File: src/rtl/sr_pulse_ctrl.sv
// Button conditioning for the SR latch: sync, debounce, edge detect, then a pulse FSM that sends mutually exclusive s/r pulses with reset priority.
// Optional build macro SR_REDUNDANT_SUPPRESS_EN drops commands that would not change the latch state (q_fb).
module sr_pulse_ctrl #(
  parameter int unsigned DB_CNT  = 4,
  parameter int unsigned CNT_W   = 3,
  parameter int unsigned PULSE_W = 2,
  parameter int unsigned PW_W    = 2
) (
  input  logic clk,
  input  logic rst_n,
  input  logic btn_set_raw,
  input  logic btn_rst_raw,
  input  logic q_fb,
  output logic s,
  output logic r,
  output logic busy,
  output logic db_set,
  output logic db_rst
);

  localparam logic [CNT_W-1:0] CNT_MAX = CNT_W'(DB_CNT - 1);
  localparam logic [PW_W-1:0]  PW_MAX  = PW_W'(PULSE_W - 1);

  typedef enum logic [1:0] {IDLE, PULSE_S, PULSE_R, GAP} state_t;

  // Channel index 0 is SET, index 1 is RESET.
  logic [1:0]       raw, sync1, sync2, lvl, req;
  logic [CNT_W-1:0] cnt [2];
  logic             pend_s, pend_r;
  logic             want_s, want_r, pass_s, pass_r, clr_s, clr_r;
  logic [PW_W-1:0]  pw, pw_next;
  state_t           state, state_next;

  assign raw    = {btn_rst_raw, btn_set_raw};
  assign db_set = lvl[0];
  assign db_rst = lvl[1];

  always_ff @(posedge clk or negedge rst_n) begin
    if (!rst_n) begin
      sync1 <= '0;
      sync2 <= '0;
    end else begin
      sync1 <= raw;
      sync2 <= sync1;
    end
  end

  // Debounce: level follows the synchronised line only after DB_CNT stable cycles; req marks the 0->1 change.
  always_ff @(posedge clk or negedge rst_n) begin
    if (!rst_n) begin
      lvl    <= '0;
      req    <= '0;
      cnt[0] <= '0;
      cnt[1] <= '0;
    end else begin
      for (int i = 0; i < 2; i++) begin
        req[i] <= 1'b0;
        if (sync2[i] == lvl[i]) begin
          cnt[i] <= '0;
        end else if (cnt[i] != CNT_MAX) begin
          cnt[i] <= cnt[i] + CNT_W'(1);
        end else begin
          lvl[i] <= sync2[i];
          cnt[i] <= '0;
          req[i] <= sync2[i];
        end
      end
    end
  end

`ifdef SR_REDUNDANT_SUPPRESS_EN
  logic q_meta, q_sync;

  always_ff @(posedge clk or negedge rst_n) begin
    if (!rst_n) begin
      q_meta <= 1'b0;
      q_sync <= 1'b0;
    end else begin
      q_meta <= q_fb;
      q_sync <= q_meta;
    end
  end

  assign pass_s = ~q_sync;
  assign pass_r = q_sync;
`else
  logic unused_q_fb;

  assign unused_q_fb = q_fb;
  assign pass_s      = 1'b1;
  assign pass_r      = 1'b1;
`endif

  assign want_s = pend_s | req[0];
  assign want_r = pend_r | req[1];

  always_ff @(posedge clk or negedge rst_n) begin
    if (!rst_n) begin
      state  <= IDLE;
      pw     <= '0;
      pend_s <= 1'b0;
      pend_r <= 1'b0;
      s      <= 1'b0;
      r      <= 1'b0;
      busy   <= 1'b0;
    end else begin
      state  <= state_next;
      pw     <= pw_next;
      pend_s <= want_s & ~clr_s;
      pend_r <= want_r & ~clr_r;
      s      <= (state_next == PULSE_S);
      r      <= (state_next == PULSE_R);
      busy   <= (state_next != IDLE);
    end
  end

  // Reset wins in IDLE; a SET waiting behind an issued RESET stays pending.
  always_comb begin
    state_next = state;
    pw_next    = pw;
    clr_s      = 1'b0;
    clr_r      = 1'b0;
    case (state)
      IDLE: begin
        pw_next = '0;
        if (want_r && pass_r) begin
          state_next = PULSE_R;
          clr_r      = 1'b1;
        end else begin
          clr_r = want_r;
          if (want_s) begin
            clr_s = 1'b1;
            if (pass_s) state_next = PULSE_S;
          end
        end
      end
      PULSE_S, PULSE_R: begin
        if (pw == PW_MAX) begin
          state_next = GAP;
          pw_next    = '0;
        end else begin
          pw_next = pw + PW_W'(1);
        end
      end
      GAP:     state_next = IDLE;
      default: state_next = IDLE;
    endcase
  end

endmodule
File: config.mk
export PLATFORM = sky130hd
export DESIGN_NAME = sr_pulse_ctrl
export DESIGN_NICKNAME = d
export VERILOG_FILES = /design/src/rtl/sr_pulse_ctrl.sv
export SDC_FILE = /design/constraint.sdc
export NUM_CORES = 1
export LEC_CHECK = 0
export CORE_MARGIN = 1
export CORE_UTILIZATION = 55
export CTS_BUF_LIST = sky130_fd_sc_hd__clkbuf_4 sky130_fd_sc_hd__clkbuf_8
export DETAILED_ROUTE_END_ITERATION = 7
export PLACE_DENSITY = 0.78
export SETUP_SLACK_MARGIN = 0.5
export SYNTH_ARGS = -nofsm -noshare
export SYNTH_HDL_FRONTEND = slang
export SYNTH_SLANG_ARGS = --single-unit
File: constraint.sdc
create_clock -name clk -period 1.63 [get_ports clk]
set_input_delay 0.326 -clock clk [delete_from_list [all_inputs] [get_ports clk]]
set_output_delay 0.326 -clock clk [all_outputs]
set_load 0.02 [all_outputs]
==> results of run 1 <==
-- power by group through the flow --
| stage | logic [mW] | clock network [mW] | registers (mW) |
|---|---|---|---|
| floorplan | 0.390 | 0 | 0.857 |
| global placement | 0.619 | 0 | 0.802 |
| detailed placement | 0.634 | 0 | 0.813 |
| CTS | 0.784 | 0.262 | 0.774 |
| global route | 0.959 | 0.283 | 0.789 |
| finish | 0.884 | 0.259 | 0.778 |
-- final cells by class --
| cell class | count | area (um2) |
|---|---|---|
| fillers | 104 | 331.6 |
| clock inverters | 1 | 5.005 |
| repair buffers | 18 | 161.4 |
| well taps | 16 | 20.02 |
| inverters | 2 | 7.507 |
| clock buffers | 3 | 22.52 |
| flip-flops and latches | 23 | 576.8 |
| multi-input cells | 37 | 381.6 |
-- sequential cells by signal, summed over array words and instances, names as in the netlist --
signal	count
busy	1
cnt	6
lvl	2
pend_r	1
pend_s	1
pw	2
r	1
req	2
s	1
state	2
sync1	2
sync2	2
-- Yosys cell counts --
cell type,number
o311ai_4,1
or2_1,1
nand2_2,1
o21ai_2,2
nor2_2,1
ha_1,4
o21a_1,1
dfrtp_1,23
nor2b_2,1
and3b_1,2
nor3b_1,4
and2b_2,1
inv_1,2
mux2_2,3
nor2b_1,4
nand3_1,2
nor3_1,2
o21ai_0,1
a21oi_1,2
nor2_1,2
xnor2_1,2
-- logic make-up after synthesis --
family | Yosys count | share of synthesized area [%]
flops | 23 | 64.88
simple gates | 21 | 15.38
compound gates | 7 | 7.476
fa+ha+maj | 4 | 5.642
mux | 3 | 3.808
xor+xnor | 2 | 1.975
buf+inv | 2 | 0.8466
-- per-layer routing --
metal  GRT usage, %  vias to the layer above  part of all wire (%)
met1          19.70                      290                    39
met5              0                        -                     0
met2          37.23                       10                    57
met4          7.500                        0                   1.1
met3          3.879                        4                   2.0
li1               -                      256                     -
-- how the worst min path moves through the flow --
stage,slack [ns],start,depth (start not counted),end
final,0.36,rst_n,2,state[1]$_DFF_PN0_
after global routing,0.36,rst_n,2,pw[0]$_DFFE_PN0P_
after CTS,0.36,rst_n,2,state[1]$_DFF_PN0_
after detailed placement,0.34,sync1[0]$_DFF_PN0_,0,sync2[0]$_DFF_PN0_
after global placement,0.34,sync1[0]$_DFF_PN0_,0,sync2[0]$_DFF_PN0_
after floorplan,0.03,rst_n,0,busy$_DFF_PN0_
-- timing repair --
item / in CTS / in global routing
hold buffers: 0 / 0
gates resized for setup: 34 / 6
setup endpoints to repair: 14 / 14
pin swaps: 3 / 0
hold endpoints to repair: 0 / 0
buffers inserted: 7 / 2
-- layout by cell type, fill, tap and decap left out --
| cell type | instances |
|---|---|
| o21a_1 | 1 |
| o21ai_2 | 2 |
| clkbuf_4 | 3 |
| xnor2_2 | 2 |
| o21ai_0 | 1 |
| ha_1 | 1 |
| or2_1 | 1 |
| nand2_2 | 1 |
| buf_6 | 5 |
| nor3b_2 | 2 |
| dfrtp_1 | 22 |
| nor3b_1 | 2 |
| nor3_1 | 2 |
| nor2b_4 | 3 |
| nor2_2 | 1 |
| nand3_2 | 1 |
| nand3_1 | 1 |
| dfrtp_2 | 1 |
| and2b_2 | 1 |
| clkinv_2 | 1 |
| and3b_1 | 2 |
| buf_4 | 10 |
| nor2b_2 | 1 |
| nor2_1 | 2 |
| ha_2 | 2 |
| nor2b_1 | 1 |
| a21oi_1 | 2 |
| clkdlybuf4s50_1 | 3 |
| o311ai_4 | 1 |
| ha_4 | 1 |
| mux2_4 | 2 |
| inv_2 | 2 |
| mux2_2 | 1 |
-- through the flow --
| stage | instance area, um2 | utilization (%) | std cells | power (mW) | setup slack, ns |
|---|---|---|---|---|---|
| 2_1_floorplan | 918.4 | - | 62 | 1.247 | 0.3382 |
| 3_3_place_gp | 1026 | 68.11 | 87 | 1.421 | 0.2866 |
| 3_5_place_dp | 1026 | 68.11 | 87 | 1.447 | 0.2747 |
| 4_1_cts | 1129 | 74.92 | 98 | 1.820 | 0.3401 |
| 5_1_grt | 1175 | 77.99 | 100 | 2.031 | 0.2737 |
| 6_report | 1175 | 77.99 | 100 | 1.921 | 0.3328 |
==> qor.txt, run 1 <==
P_sw: 623.5 uW
Buffers & Inverters on Critical Path: 1
Clock Latency Late Sink: 0.30 ns
largest cells by area after synthesis: dfrtp_1 65%, ha_1 5.6%, mux2_2 3.8%
Core Box Area: 0.001506 mm2
required time worst endpoint: 1.83 ns
reg2reg start: state[1]$_DFF_PN0_
final hold slack: 0.3581 ns
last element of the critical path: busy$_DFF_PN0_
cell row count: 14
worst-path cell chain: inv_2 -> ha_4 -> nor2b_4 -> o21ai_2 -> nand3_2 -> or2_1
reg-to-reg slack, setup: 0.33 ns
reg2reg path depth: 6
sequential fraction of the synthesis area: 64.88%
WP depth: 6
Largest stage delay, worst path: 0.41 ns
PortBufs: 8
clock skew: 0.002421 ns
synthesized area: 887.1 um2
status: finished, final reports clean
Pint: 1.297 mW
fin crit share: 79.58%
switch share: 32.46%
Avg Cell Area, Syn: 14.31 um2
CP Launch Type: register
Hold/Removal Path Class: input port to asynchronous set/reset pin
final setup TNS: 0 ns
unrepaired setup endpoints after global routing: true
dominant cell type by area after synthesis: dfrtp_1
DP HPWL: 888.1 um
total overflow reported by the global router: 0
final setup vio count: 0
DIE HEIGHT: 42.16 um
register share of total power: 40.5%
initial antenna violation count: 0
Slew @ Worst Pin: 0.3184 ns
Yosys cell types: 21
Leakage: 0.5703 nW
Max-Slew Margin vs Limit: 78.55%
Reg clk slew, reported paths: 0.13 ns
Avg WL per Cell: 15.31 um
GRT Util Overall: 19.22%
Crit path max-delay family: simple AND/OR/NAND/NOR gates
logic gate share of total power: 46.0%
Nets: 94
clock network fraction of design power: 13.5%
pwr dens: 1635 mW/mm2
Synth Register Bits: 23
share of cells above drive strength 1: 51.19%
# IOs: 10
cells after synthesis: 62
Max-cap violations: 0
critical-path maximum fanout: 4
Worst Path Arrival: 1.50 ns
GP Congestion: 0.7137
FF-to-FF End: busy$_DFF_PN0_
area share of the largest cell type after synthesis: 64.88%
CP startpoint: state[1]$_DFF_PN0_
Slew Viols, Final: 0
Final min period: 1.297 ns
n_diodes: 0
DIE AREA: 0.001777 mm2
YS warnings: 0
H-tree level count: 1
CTS Buffer Depth: 2
TritonRoute pass-1 iters: 4
VDD IR max: 1.120 mV
Area Growth Syn to Fin: 32.44%
Via density: 5.600
Clock Root Buffer: clkbuf_4
slowest CP cell: dfrtp_1
CTS buffer count: 3
Remaining DRCs: 0
Critical Path Sink Type: register
CTS tree: done
Hold Violations, Final: 0
largest net degree at the start of global routing: 24
first-pass GRT wire length: 2470 um
via count: 560
Crit Path Category: register to register
Initial Util: 58.89%
fmax: 770.9 MHz
Chip Width: 42.16 um
DRT Wirelength: 1531 um
Starting DRT DRC Count: 5
clock sinks: 23
Synth Net Count: 71
vias in the first global route: 593
Post-DRT Antenna Nets: 0
No activity file was read; power rests on OpenSTA's default activity.
==> inputs of run 2 (changes only) <==
==> constraint.sdc (replaced) <==
create_clock -name clk -period 1.2 [get_ports clk]
set_input_delay 0.24 -clock clk [delete_from_list [all_inputs] [get_ports clk]]
set_output_delay 0.24 -clock clk [all_outputs]
set_load 0.02 [all_outputs]
==> run 2 against run 1 <==
The run now ends with setup timing left. Register-to-register slack worse by 0.48 ns. Non-clock buffer count increased by 6. Total power grew 59%. Combinational power is 84% higher. Worst setup slack lost 0.48 ns. Utilization grew 11 points. Cell count rose by 6.0%. Largest power group unchanged.
==> qor.txt, run 2 (same netlist as run 1, synthesis figures left out) <==
FILL cells: 53
Reg clk slew, reported paths: 0.12 ns
DP HPWL: 1035 um
unrepaired setup endpoints after global routing: true
required time worst endpoint: 1.41 ns
total overflow reported by the global router: 0
Worst Path Arrival: 1.55 ns
Post-DRT Antenna Nets: 0
failing checks: setup timing
DP Area: 0.001134 mm2
DRT Wirelength: 1719 um
area occupied by multi-input gates: 446.7 um2
clock sinks: 23
Initial Util: 58.89%
CTS buffer count: 3
pwr dens: 2294 mW/mm2
clock skew: 0.001355 ns
most frequent cells in the layout: 20 x dfrtp_1, 14 x buf_6, 6 x buf_4
fmax: 743.7 MHz
VDD IR max: 1.546 mV
Critical Path Sink Type: register
FF/Latch Area: 579.3 um2
Area Growth Syn to Fin: 50.35%
Max-cap violations: 0
commonest non-fill, non-tap cell in the layout: dfrtp_1
worst-path cell chain: inv_2 -> ha_4 -> nor2b_4 -> o21ai_2 -> nand2_2 -> and2b_2
slowest CP cell: dfrtp_2
critical-path maximum fanout: 3
placed instance count: 93
DIE AREA: 0.001777 mm2
Final min period: 1.345 ns
Crit Path Category: register to register
Slew @ Worst Pin: 0.2547 ns
CP Launch Type: register
GRT Util Overall: 20.28%
DIE HEIGHT: 42.16 um
Biggest register: cnt
CTS Buffer Depth: 2
n_diodes: 0
Final Core Density: 88.54%
largest net degree at the start of global routing: 24
Hold/Removal Path Class: input port to asynchronous set/reset pin
PortBufs: 8
Core Box Area: 0.001506 mm2
# IOs: 10
Remaining DRCs: 0
fin worst setup slack: -0.1446 ns
vias in the first global route: 605
Starting DRT DRC Count: 6
TritonRoute pass-1 iters: 4
fin cells: 106
Via density: 5.406
share of cells above drive strength 1: 63.33%
Nets: 100
CTS tree: done
post-layout instance area: 0.001334 mm2
Slew Viols, Final: 0
final setup vio count: 4
status: finished with violations
max FFs per register: 6
Leakage: 0.6241 nW
cell row count: 14
Clock Root Buffer: clkbuf_4
Hold Violations, Final: 0
initial antenna violation count: 0
Largest stage delay, worst path: 0.41 ns
Chip Width: 42.16 um
final setup TNS: -0.3809 ns
fin crit share: 112.0%
Power, Total: 3.059 mW
via count: 573
H-tree level count: 1
GP Congestion: 0.7007
first-pass GRT wire length: 2642 um
Avg WL per Cell: 16.22 um
Clock Latency Late Sink: 0.30 ns
Max-Slew Margin vs Limit: 82.99%
run 2: where the power goes:
part | total [mW] | internal (mW) | switching (mW)
Combinational | 1.63 | 0.969 | 0.662
Sequential | 1.08 | 0.960 | 0.124
Clock | 0.344 | 0.124 | 0.220
run 2: metal layers:
| layer | GRT usage, % | vias up | wire length (um) |
|---|---|---|---|
| met5 | 0 | - | 0 |
| met4 | 7.500 | 0 | 28 |
| met3 | 1.293 | 4 | 33 |
| met2 | 37.23 | 14 | 956 |
| met1 | 25.00 | 286 | 701 |
| li1 | - | 269 | - |
run 2: final timing paths:
check	end	from	cells after the start	slack, ns
min in group clk	sync1[1]$_DFF_PN0_	btn_rst_raw	1	0.37
max in group asynchronous	lvl[0]$_DFFE_PN0P_	rst_n	2	0.77
setup / recovery	r$_DFF_PN0_	state[0]$_DFF_PN0_	6	-0.14
hold / removal	s$_DFF_PN0_	rst_n	2	0.28
setup reg to reg	r$_DFF_PN0_	state[0]$_DFF_PN0_	6	-0.14
hold reg to reg	sync2[0]$_DFF_PN0_	sync1[0]$_DFF_PN0_	0	0.37
run 2: layout make-up:
type	count	area share [%]
Sequential cell	23	43.43
Clock inverter	1	0.3752
Tap cell	16	1.501
Inverter	2	0.5629
Clock buffer	3	1.689
Timing Repair Buffer	24	18.95
Multi-Input combinational cell	37	33.49
run 2: timing repair:
action,4_1_cts,5_1_grt
gates cloned,0,0
hold buffers,0,0
pin swaps,4,2
resized for setup,43,7
setup endpoints to repair,24,24
buffers inserted,6,3
endpoints found under the hold margin,0,0
run 2: through the flow:
stage,setup slack [ns],hold WS (ns)
2_1_floorplan,-0.09182,-0.05559
3_3_place_gp,-0.07547,0.3317
3_5_place_dp,-0.1290,0.3443
4_1_cts,-0.1469,0.2709
5_1_grt,-0.1794,0.2784
6_report,-0.1446,0.2796
run 2: worst max-delay path: cells and delay by family, from the launching register on:
family,cells,cell delay [ns]
AOI/OAI and AO/OA,1,0.08
adders and majority gates,1,0.25
buffers and inverters,1,0.06
DFF,1,0.41
and+or+nand+nor,3,0.44
==> inputs of run 3 (changes only) <==
--- a/config.mk
+++ b/config.mk
@@ -9,7 +9,7 @@
 export CORE_UTILIZATION = 55
 export CTS_BUF_LIST = sky130_fd_sc_hd__clkbuf_4 sky130_fd_sc_hd__clkbuf_8
 export DETAILED_ROUTE_END_ITERATION = 7
-export PLACE_DENSITY = 0.78
+export PLACE_DENSITY_LB_ADDON = 0.2
 export SETUP_SLACK_MARGIN = 0.5
 export SYNTH_ARGS = -nofsm -noshare
 export SYNTH_HDL_FRONTEND = slang
==> run 3 against run 2 <==
The flow still finishes with violations (setup timing). Flip-flop and latch count stayed put. Critical endpoint unchanged. Critical path depth is the same. Worst hold slack got worse by 0.018 ns. Global-route usage increased by 1.8 points. Highest routed layer unchanged. Via count is 1.0% higher. Worst setup slack got worse by 0.046 ns. Utilization rose by 0.91 points. Die area unchanged. Cell count rose by 0.94%. Largest cell class unchanged. First-iteration DRC count fell by 50%. Sequential share of layout area decreased by 0.44 points.
==> qor.txt, run 3 (same netlist as run 1, synthesis figures left out) <==
via count: 579
M3 GR Usage: 3.448%
fmax: 718.9 MHz
clock skew: 0.001482 ns
Core Box Area: 0.001506 mm2
max FFs per register: 6
Reg clk slew, reported paths: 0.12 ns
Initial Util: 58.89%
Max-cap violations: 0
clock sinks: 23
Slew Viols, Final: 0
DP HPWL: 982.9 um
largest net degree at the start of global routing: 24
area occupied by multi-input gates: 447.9 um2
GR peak layer: met2
VDD IR max: 1.383 mV
Final Core Density: 89.45%
commonest non-fill, non-tap cell in the layout: dfrtp_1
Slew @ Worst Pin: 0.3093 ns
CTS buffer count: 3
critical-path maximum fanout: 3
Via density: 5.411
status: finished with violations
reg2reg path depth: 6
DP Worst Slack: -0.1103 ns
H-tree level count: 1
Final min period: 1.391 ns
Biggest register: cnt
reg-to-reg slack, setup: -0.19 ns
reg2reg start: state[0]$_DFF_PN0_
Clock Root Buffer: clkbuf_4
Avg WL per Cell: 17.29 um
Critical Path Sink Type: register
GRT Util Overall: 22.09%
FF-to-FF End: r$_DFF_PN0_
Max-Slew Margin vs Limit: 79.34%
required time worst endpoint: 1.41 ns
TritonRoute pass-1 iters: 4
last element of the critical path: r$_DFF_PN0_
FILL cells: 58
DIE HEIGHT: 42.16 um
Chip Width: 42.16 um
GP Congestion: 0.7089
Power, Total: 3.053 mW
CP Launch Type: register
# IOs: 10
final setup vio count: 6
Clock Latency Late Sink: 0.31 ns
pwr dens: 2266 mW/mm2
Worst Path Arrival: 1.61 ns
Leakage: 0.6289 nW
Starting DRT DRC Count: 3
PortBufs: 8
DRT Wirelength: 1850 um
Crit Path Category: register to register
total overflow reported by the global router: 0
most frequent cells in the layout: 20 x dfrtp_1, 12 x buf_6, 8 x buf_4, 4 x nor3b_2
first-pass GRT wire length: 2773 um
CTS Buffer Depth: 2
fin cells: 107
unrepaired setup endpoints after global routing: true
Hold/Removal Path Class: input port to asynchronous set/reset pin
Hold Violations, Final: 0
cell row count: 14
Post-DRT Antenna Nets: 0
vias in the first global route: 627
FF/Latch Area: 579.3 um2
CTS tree: done
initial antenna violation count: 0
Area Growth Syn to Fin: 51.90%
Remaining DRCs: 0
fin worst setup slack: -0.1909 ns
n_diodes: 0
failing checks: setup timing
share of cells above drive strength 1: 63.74%
Nets: 101
M2 GR Usage: 38.46%
placed instance count: 94
CP startpoint: state[0]$_DFF_PN0_
fin crit share: 115.9%
met1 GRT Util: 25.07%
DIE AREA: 0.001777 mm2
## run 3: layout make-up
class | instances | share of cell area, %
clock buffer | 3 | 1.671
clock inverter | 1 | 0.3714
sequential | 23 | 42.99
timing repair buffer | 25 | 19.68
tap | 16 | 1.486
inverter | 2 | 0.5571
multi-input combinational | 37 | 33.24
## run 3: worst min path at each step
stage / endpoint / cells past startpoint
CTS: state[0]$_DFF_PN0_ / 2
finish: busy$_DFF_PN0_ / 2
global placement: sync2[1]$_DFF_PN0_ / 0
detailed placement: sync2[0]$_DFF_PN0_ / 0
global route: pw[0]$_DFFE_PN0P_ / 2
floorplan: busy$_DFF_PN0_ / 0
## run 3: critical path, stage by stage (launching register included)
cell     delay, ns
dfrtp_2       0.43
inv_2         0.06
ha_4          0.26
nor2b_4       0.16
o21ai_2       0.08
nand2_2       0.10
and2b_2       0.21
## run 3: report_power, final
| part | switching [mW] | leakage (nW) | total, mW | internal, mW |
|---|---|---|---|---|
| sequential | 0.139 | 0.297 | 1.10 | 0.960 |
| clock | 0.231 | 0.0177 | 0.356 | 0.125 |
| combinational | 0.653 | 0.315 | 1.60 | 0.944 |
## run 3: what timing repair did
item,CTS,global route
gates resized for setup,41,6
setup buffers,4,5
hold buffers,0,0
pin swaps,5,5
endpoints found under the setup margin,24,24
## run 3: stage by stage
stage / setup TNS (ns) / hold slack [ns] / area [um2]
detailed placement: -0.2716 / 0.3388 / 1154
global route: -0.9469 / 0.2692 / 1348
floorplan: -0.1644 / -0.05559 / 968.4
finish: -0.6958 / 0.2619 / 1348
global placement: -0.2236 / 0.3329 / 1154
CTS: -0.4028 / 0.2620 / 1279
## run 3: metal layers
| metal | part of all wire, % | vias to the layer above | wire (um) |
|---|---|---|---|
| met5 | 0 | - | 0 |
| met4 | 2.6 | 0 | 48 |
| met3 | 2.9 | 6 | 54 |
| met2 | 57 | 16 | 1058 |
| met1 | 37 | 287 | 689 |
| li1 | - | 270 | - |
==> patch 1: new RTL, settings of run 2 <==
Remove the register `r`: a continuous assignment takes its place, so the output `r` follows one clock earlier.
--- a/src/rtl/sr_pulse_ctrl.sv
+++ b/src/rtl/sr_pulse_ctrl.sv
@@ -103,3 +103,2 @@
       s      <= 1'b0;
-      r      <= 1'b0;
       busy   <= 1'b0;
@@ -111,3 +110,2 @@
       s      <= (state_next == PULSE_S);
-      r      <= (state_next == PULSE_R);
       busy   <= (state_next != IDLE);
@@ -115,2 +113,4 @@
   end
+
+  assign r = (state_next == PULSE_R);
 
Check against the original RTL: not equivalent (a bounded check fails within 10 cycles, from zero or initial values and one cycle with rst_n low).
==> patch 1 against run 2 <==
  * The run now fails in global routing
  * Area after synthesis fell by 2.8%
  * Synthesized cell count fell by 1.6%
==> patch 1: results (changes against run 2) <==
* Top post-synthesis cells by area: dfrtp_1, ha_1, mux2_2 (unchanged)
* Dpl cells at 92 (was 93)
* Maximum buffer depth of the clock tree at 2 (unchanged)
* Total CTS buffers at 3 (unchanged)
* Sequential area share after synthesis at 63.9% (was 64.9%)
* Synth Warn # at 0 (unchanged)
* GP Congestion at 0.702 (was 0.701)
* Stop stage: global routing
* H-Tree Depth at 1 (unchanged)
* Dpl cell area at 1110 um2 (was 1130 um2)
* Synth top area share at 63.9% (was 64.9%)
* Mux cell area share after synthesis at 3.92% (was 3.81%)
* Worst endpoint, post-GRT repair: r
* I/O Buffers at 8 (unchanged)
* Root buffer cell: clkbuf_4 (unchanged)
* Yosys cell types at 21 (unchanged)
* Post-synthesis adder-cell area fraction at 5.81% (was 5.64%)
* Most frequent cells after synthesis: dfrtp_1, ha_1, nor2b_1, nor3b_1, mux2_2 (unchanged)
* Syn_nets at 70 (was 71)
* Post-synthesis async set-or-reset flop share at 100% (unchanged)
* Synth Area in XOR/XNOR at 2.03% (was 1.97%)
* Largest net degree at the start of global routing at 23
* Outcome: aborted with a tool error (was complete, but fails checks)
* Post-synth top flop: dfrtp_1 (unchanged)
* Post-synthesis cell count at 61 (was 62)
* Die Wd at 41.6 um (was 42.2 um)
* Flops & latches, synth at 22 (was 23)
* Error msg: [ERROR DPL-0038] Utilization greater than 100%, impossible to legalize
* Worst ep type: primary output
* HPWL Detailed at 1110 um (was 1040 um)
* Synth Area in Compound Gates at 7.69% (was 7.48%)
* Placement Setup Slack at -0.781 ns (was -0.129 ns)
* Largest family of logic cells by synthesized area: simple AND/OR/NAND/NOR gates (unchanged)
patch 1: cell types whose count changed after synthesis, sizes merged:
cell | run 2 | this run
dfrtp | 23 | 22
patch 1: timing repair:
action | CTS
setup endpoints to repair | 23
resized for setup | 48
pin swaps | 4
setup buffers | 9
patch 1: per-stage QoR:
stage                     TNS, ns  hold slack (ns)  utilization [%]
after CTS                  -0.882            0.276             96.5
after detailed placement   -0.960            0.340             80.6
after global placement     -0.890            0.333             80.6
after floorplan            -0.347          -0.0556                -
patch 1: logic make-up after synthesis:
family / after synthesis
AO/OA/AOI/OAI: 7
flip-flops: 22
multiplexers: 3
buffers and inverters: 2
AND/OR/NAND/NOR: 21
adder cells (fa/ha/maj): 4
XOR/XNOR: 2
==> patch 2: new RTL, config.mk and constraints of run 2 <==
Made on the original files. Add a define of `SR_REDUNDANT_SUPPRESS_EN`.
--- a/src/rtl/sr_pulse_ctrl.sv
+++ b/src/rtl/sr_pulse_ctrl.sv
@@ -2,2 +2,4 @@
 // Optional build macro SR_REDUNDANT_SUPPRESS_EN drops commands that would not change the latch state (q_fb).
+`define SR_REDUNDANT_SUPPRESS_EN
+
 module sr_pulse_ctrl #(
Function: changed (Yosys sat finds a counterexample within 10 cycles, from zero or initial values and one cycle with rst_n low).
==> patch 2 against run 2 <==
  * The flow finishes with violations (DRC, setup timing)
  * Area after synthesis is 7.2% higher
  * Total power is 2.7% higher
  * Final cell count is 8.5% higher
  * Global-route usage is 5.3 points higher
  * Sequential cell count is 2 higher
  * Worst hold slack better by 0.0041 ns
  * Clock skew is 0.0070 ns higher
  * Final area is 6.8% higher
  * Worst setup slack better by 0.053 ns
  * Routed wire length is 28% higher
  * Maximum frequency is 4.1% higher
  * Critical path type unchanged
  * Highest routed layer unchanged
==> patch 2: results (changes against run 2) <==
* GP Congestion at 0.773 (was 0.701)
* Most frequent cells after synthesis: dfrtp_1, nor2b_1, ha_1 (was dfrtp_1, ha_1, nor2b_1, nor3b_1, mux2_2)
* Routed wl met3 at 73 um (was 33 um)
* Outcome: complete, but fails checks (unchanged)
* Failing checks: DRC, setup timing (was setup timing)
* Number of global-route vias before repair at 672 (was 605)
* Placement Setup Slack at -0.00516 ns (was -0.129 ns)
* Met2 wire length at 1220 um (was 956 um)
* Setup WS post-layout at -0.0911 ns (was -0.145 ns)
* Logic gate share of total power at 50.9% (was 53.3%)
* Dpl cell area at 1200 um2 (was 1130 um2)
* Clk_lat worst skew at 0.32 ns (was 0.30 ns)
* Dpl cells at 99 (was 93)
* All-Layer GR Usage at 25.6% (was 20.3%)
* Global-route wire length before repair at 3340 um (was 2640 um)
* Starting DRT DRC Count at 4 (was 6)
* HPWL Detailed at 1130 um (was 1040 um)
* Crit-path slowest cell: dfrtp_1 (was dfrtp_2)
* Mean Syn Cell Area at 14.0 um2 (was 14.3 um2)
* Critical path's top delay family: flip-flops (was simple AND/OR/NAND/NOR gates)
* Slowest stage delay, CP at 0.43 ns (was 0.41 ns)
* Multi-input gate area at 468 um2 (was 447 um2)
* Via count at 650 (was 573)
* Fillers at 51 (was 53)
* Clock skew at 0.00834 ns (was 0.00135 ns)
* # setup viols final at 4 (unchanged)
* Sequential area share after synthesis at 65.8% (was 64.9%)
* Residual DRC count at 2 (was 0)
==> patch 2: metal layers <==
metal / vias to the layer above / track usage, %
met5: - / 0
li1: 297 / -
met2: 19 / 45.1
met1: 328 / 29.6
met3: 6 / 5.83
met4: 0 / 11.3
==> patch 2: cell families (layout without fill, tap and decap cells) <==
family	Yosys count	after routing	synth area share, %
compound gates	12	12	10.5
fa+ha+maj	4	4	5.26
flops	25	25	65.8
xor+xnor	2	2	1.84
simple gates	19	19	11.8
buf+inv	3	34	1.18
mux	3	3	3.55
==> patch 2: area by class of cell <==
type                            instances  area share [%]
Sequential cell                        25            44.1
Multi-Input combinational cell         40            32.9
Timing Repair Buffer                   27            18.7
Clock buffer                            4            2.11
Tap cell                               16            1.41
Inverter                                3           0.791
==> patch 2: what timing repair did <==
action,4_1_cts,5_1_grt
setup endpoints to repair,24,24
resized for setup,41,7
pin swaps,3,9
buffers inserted,8,4
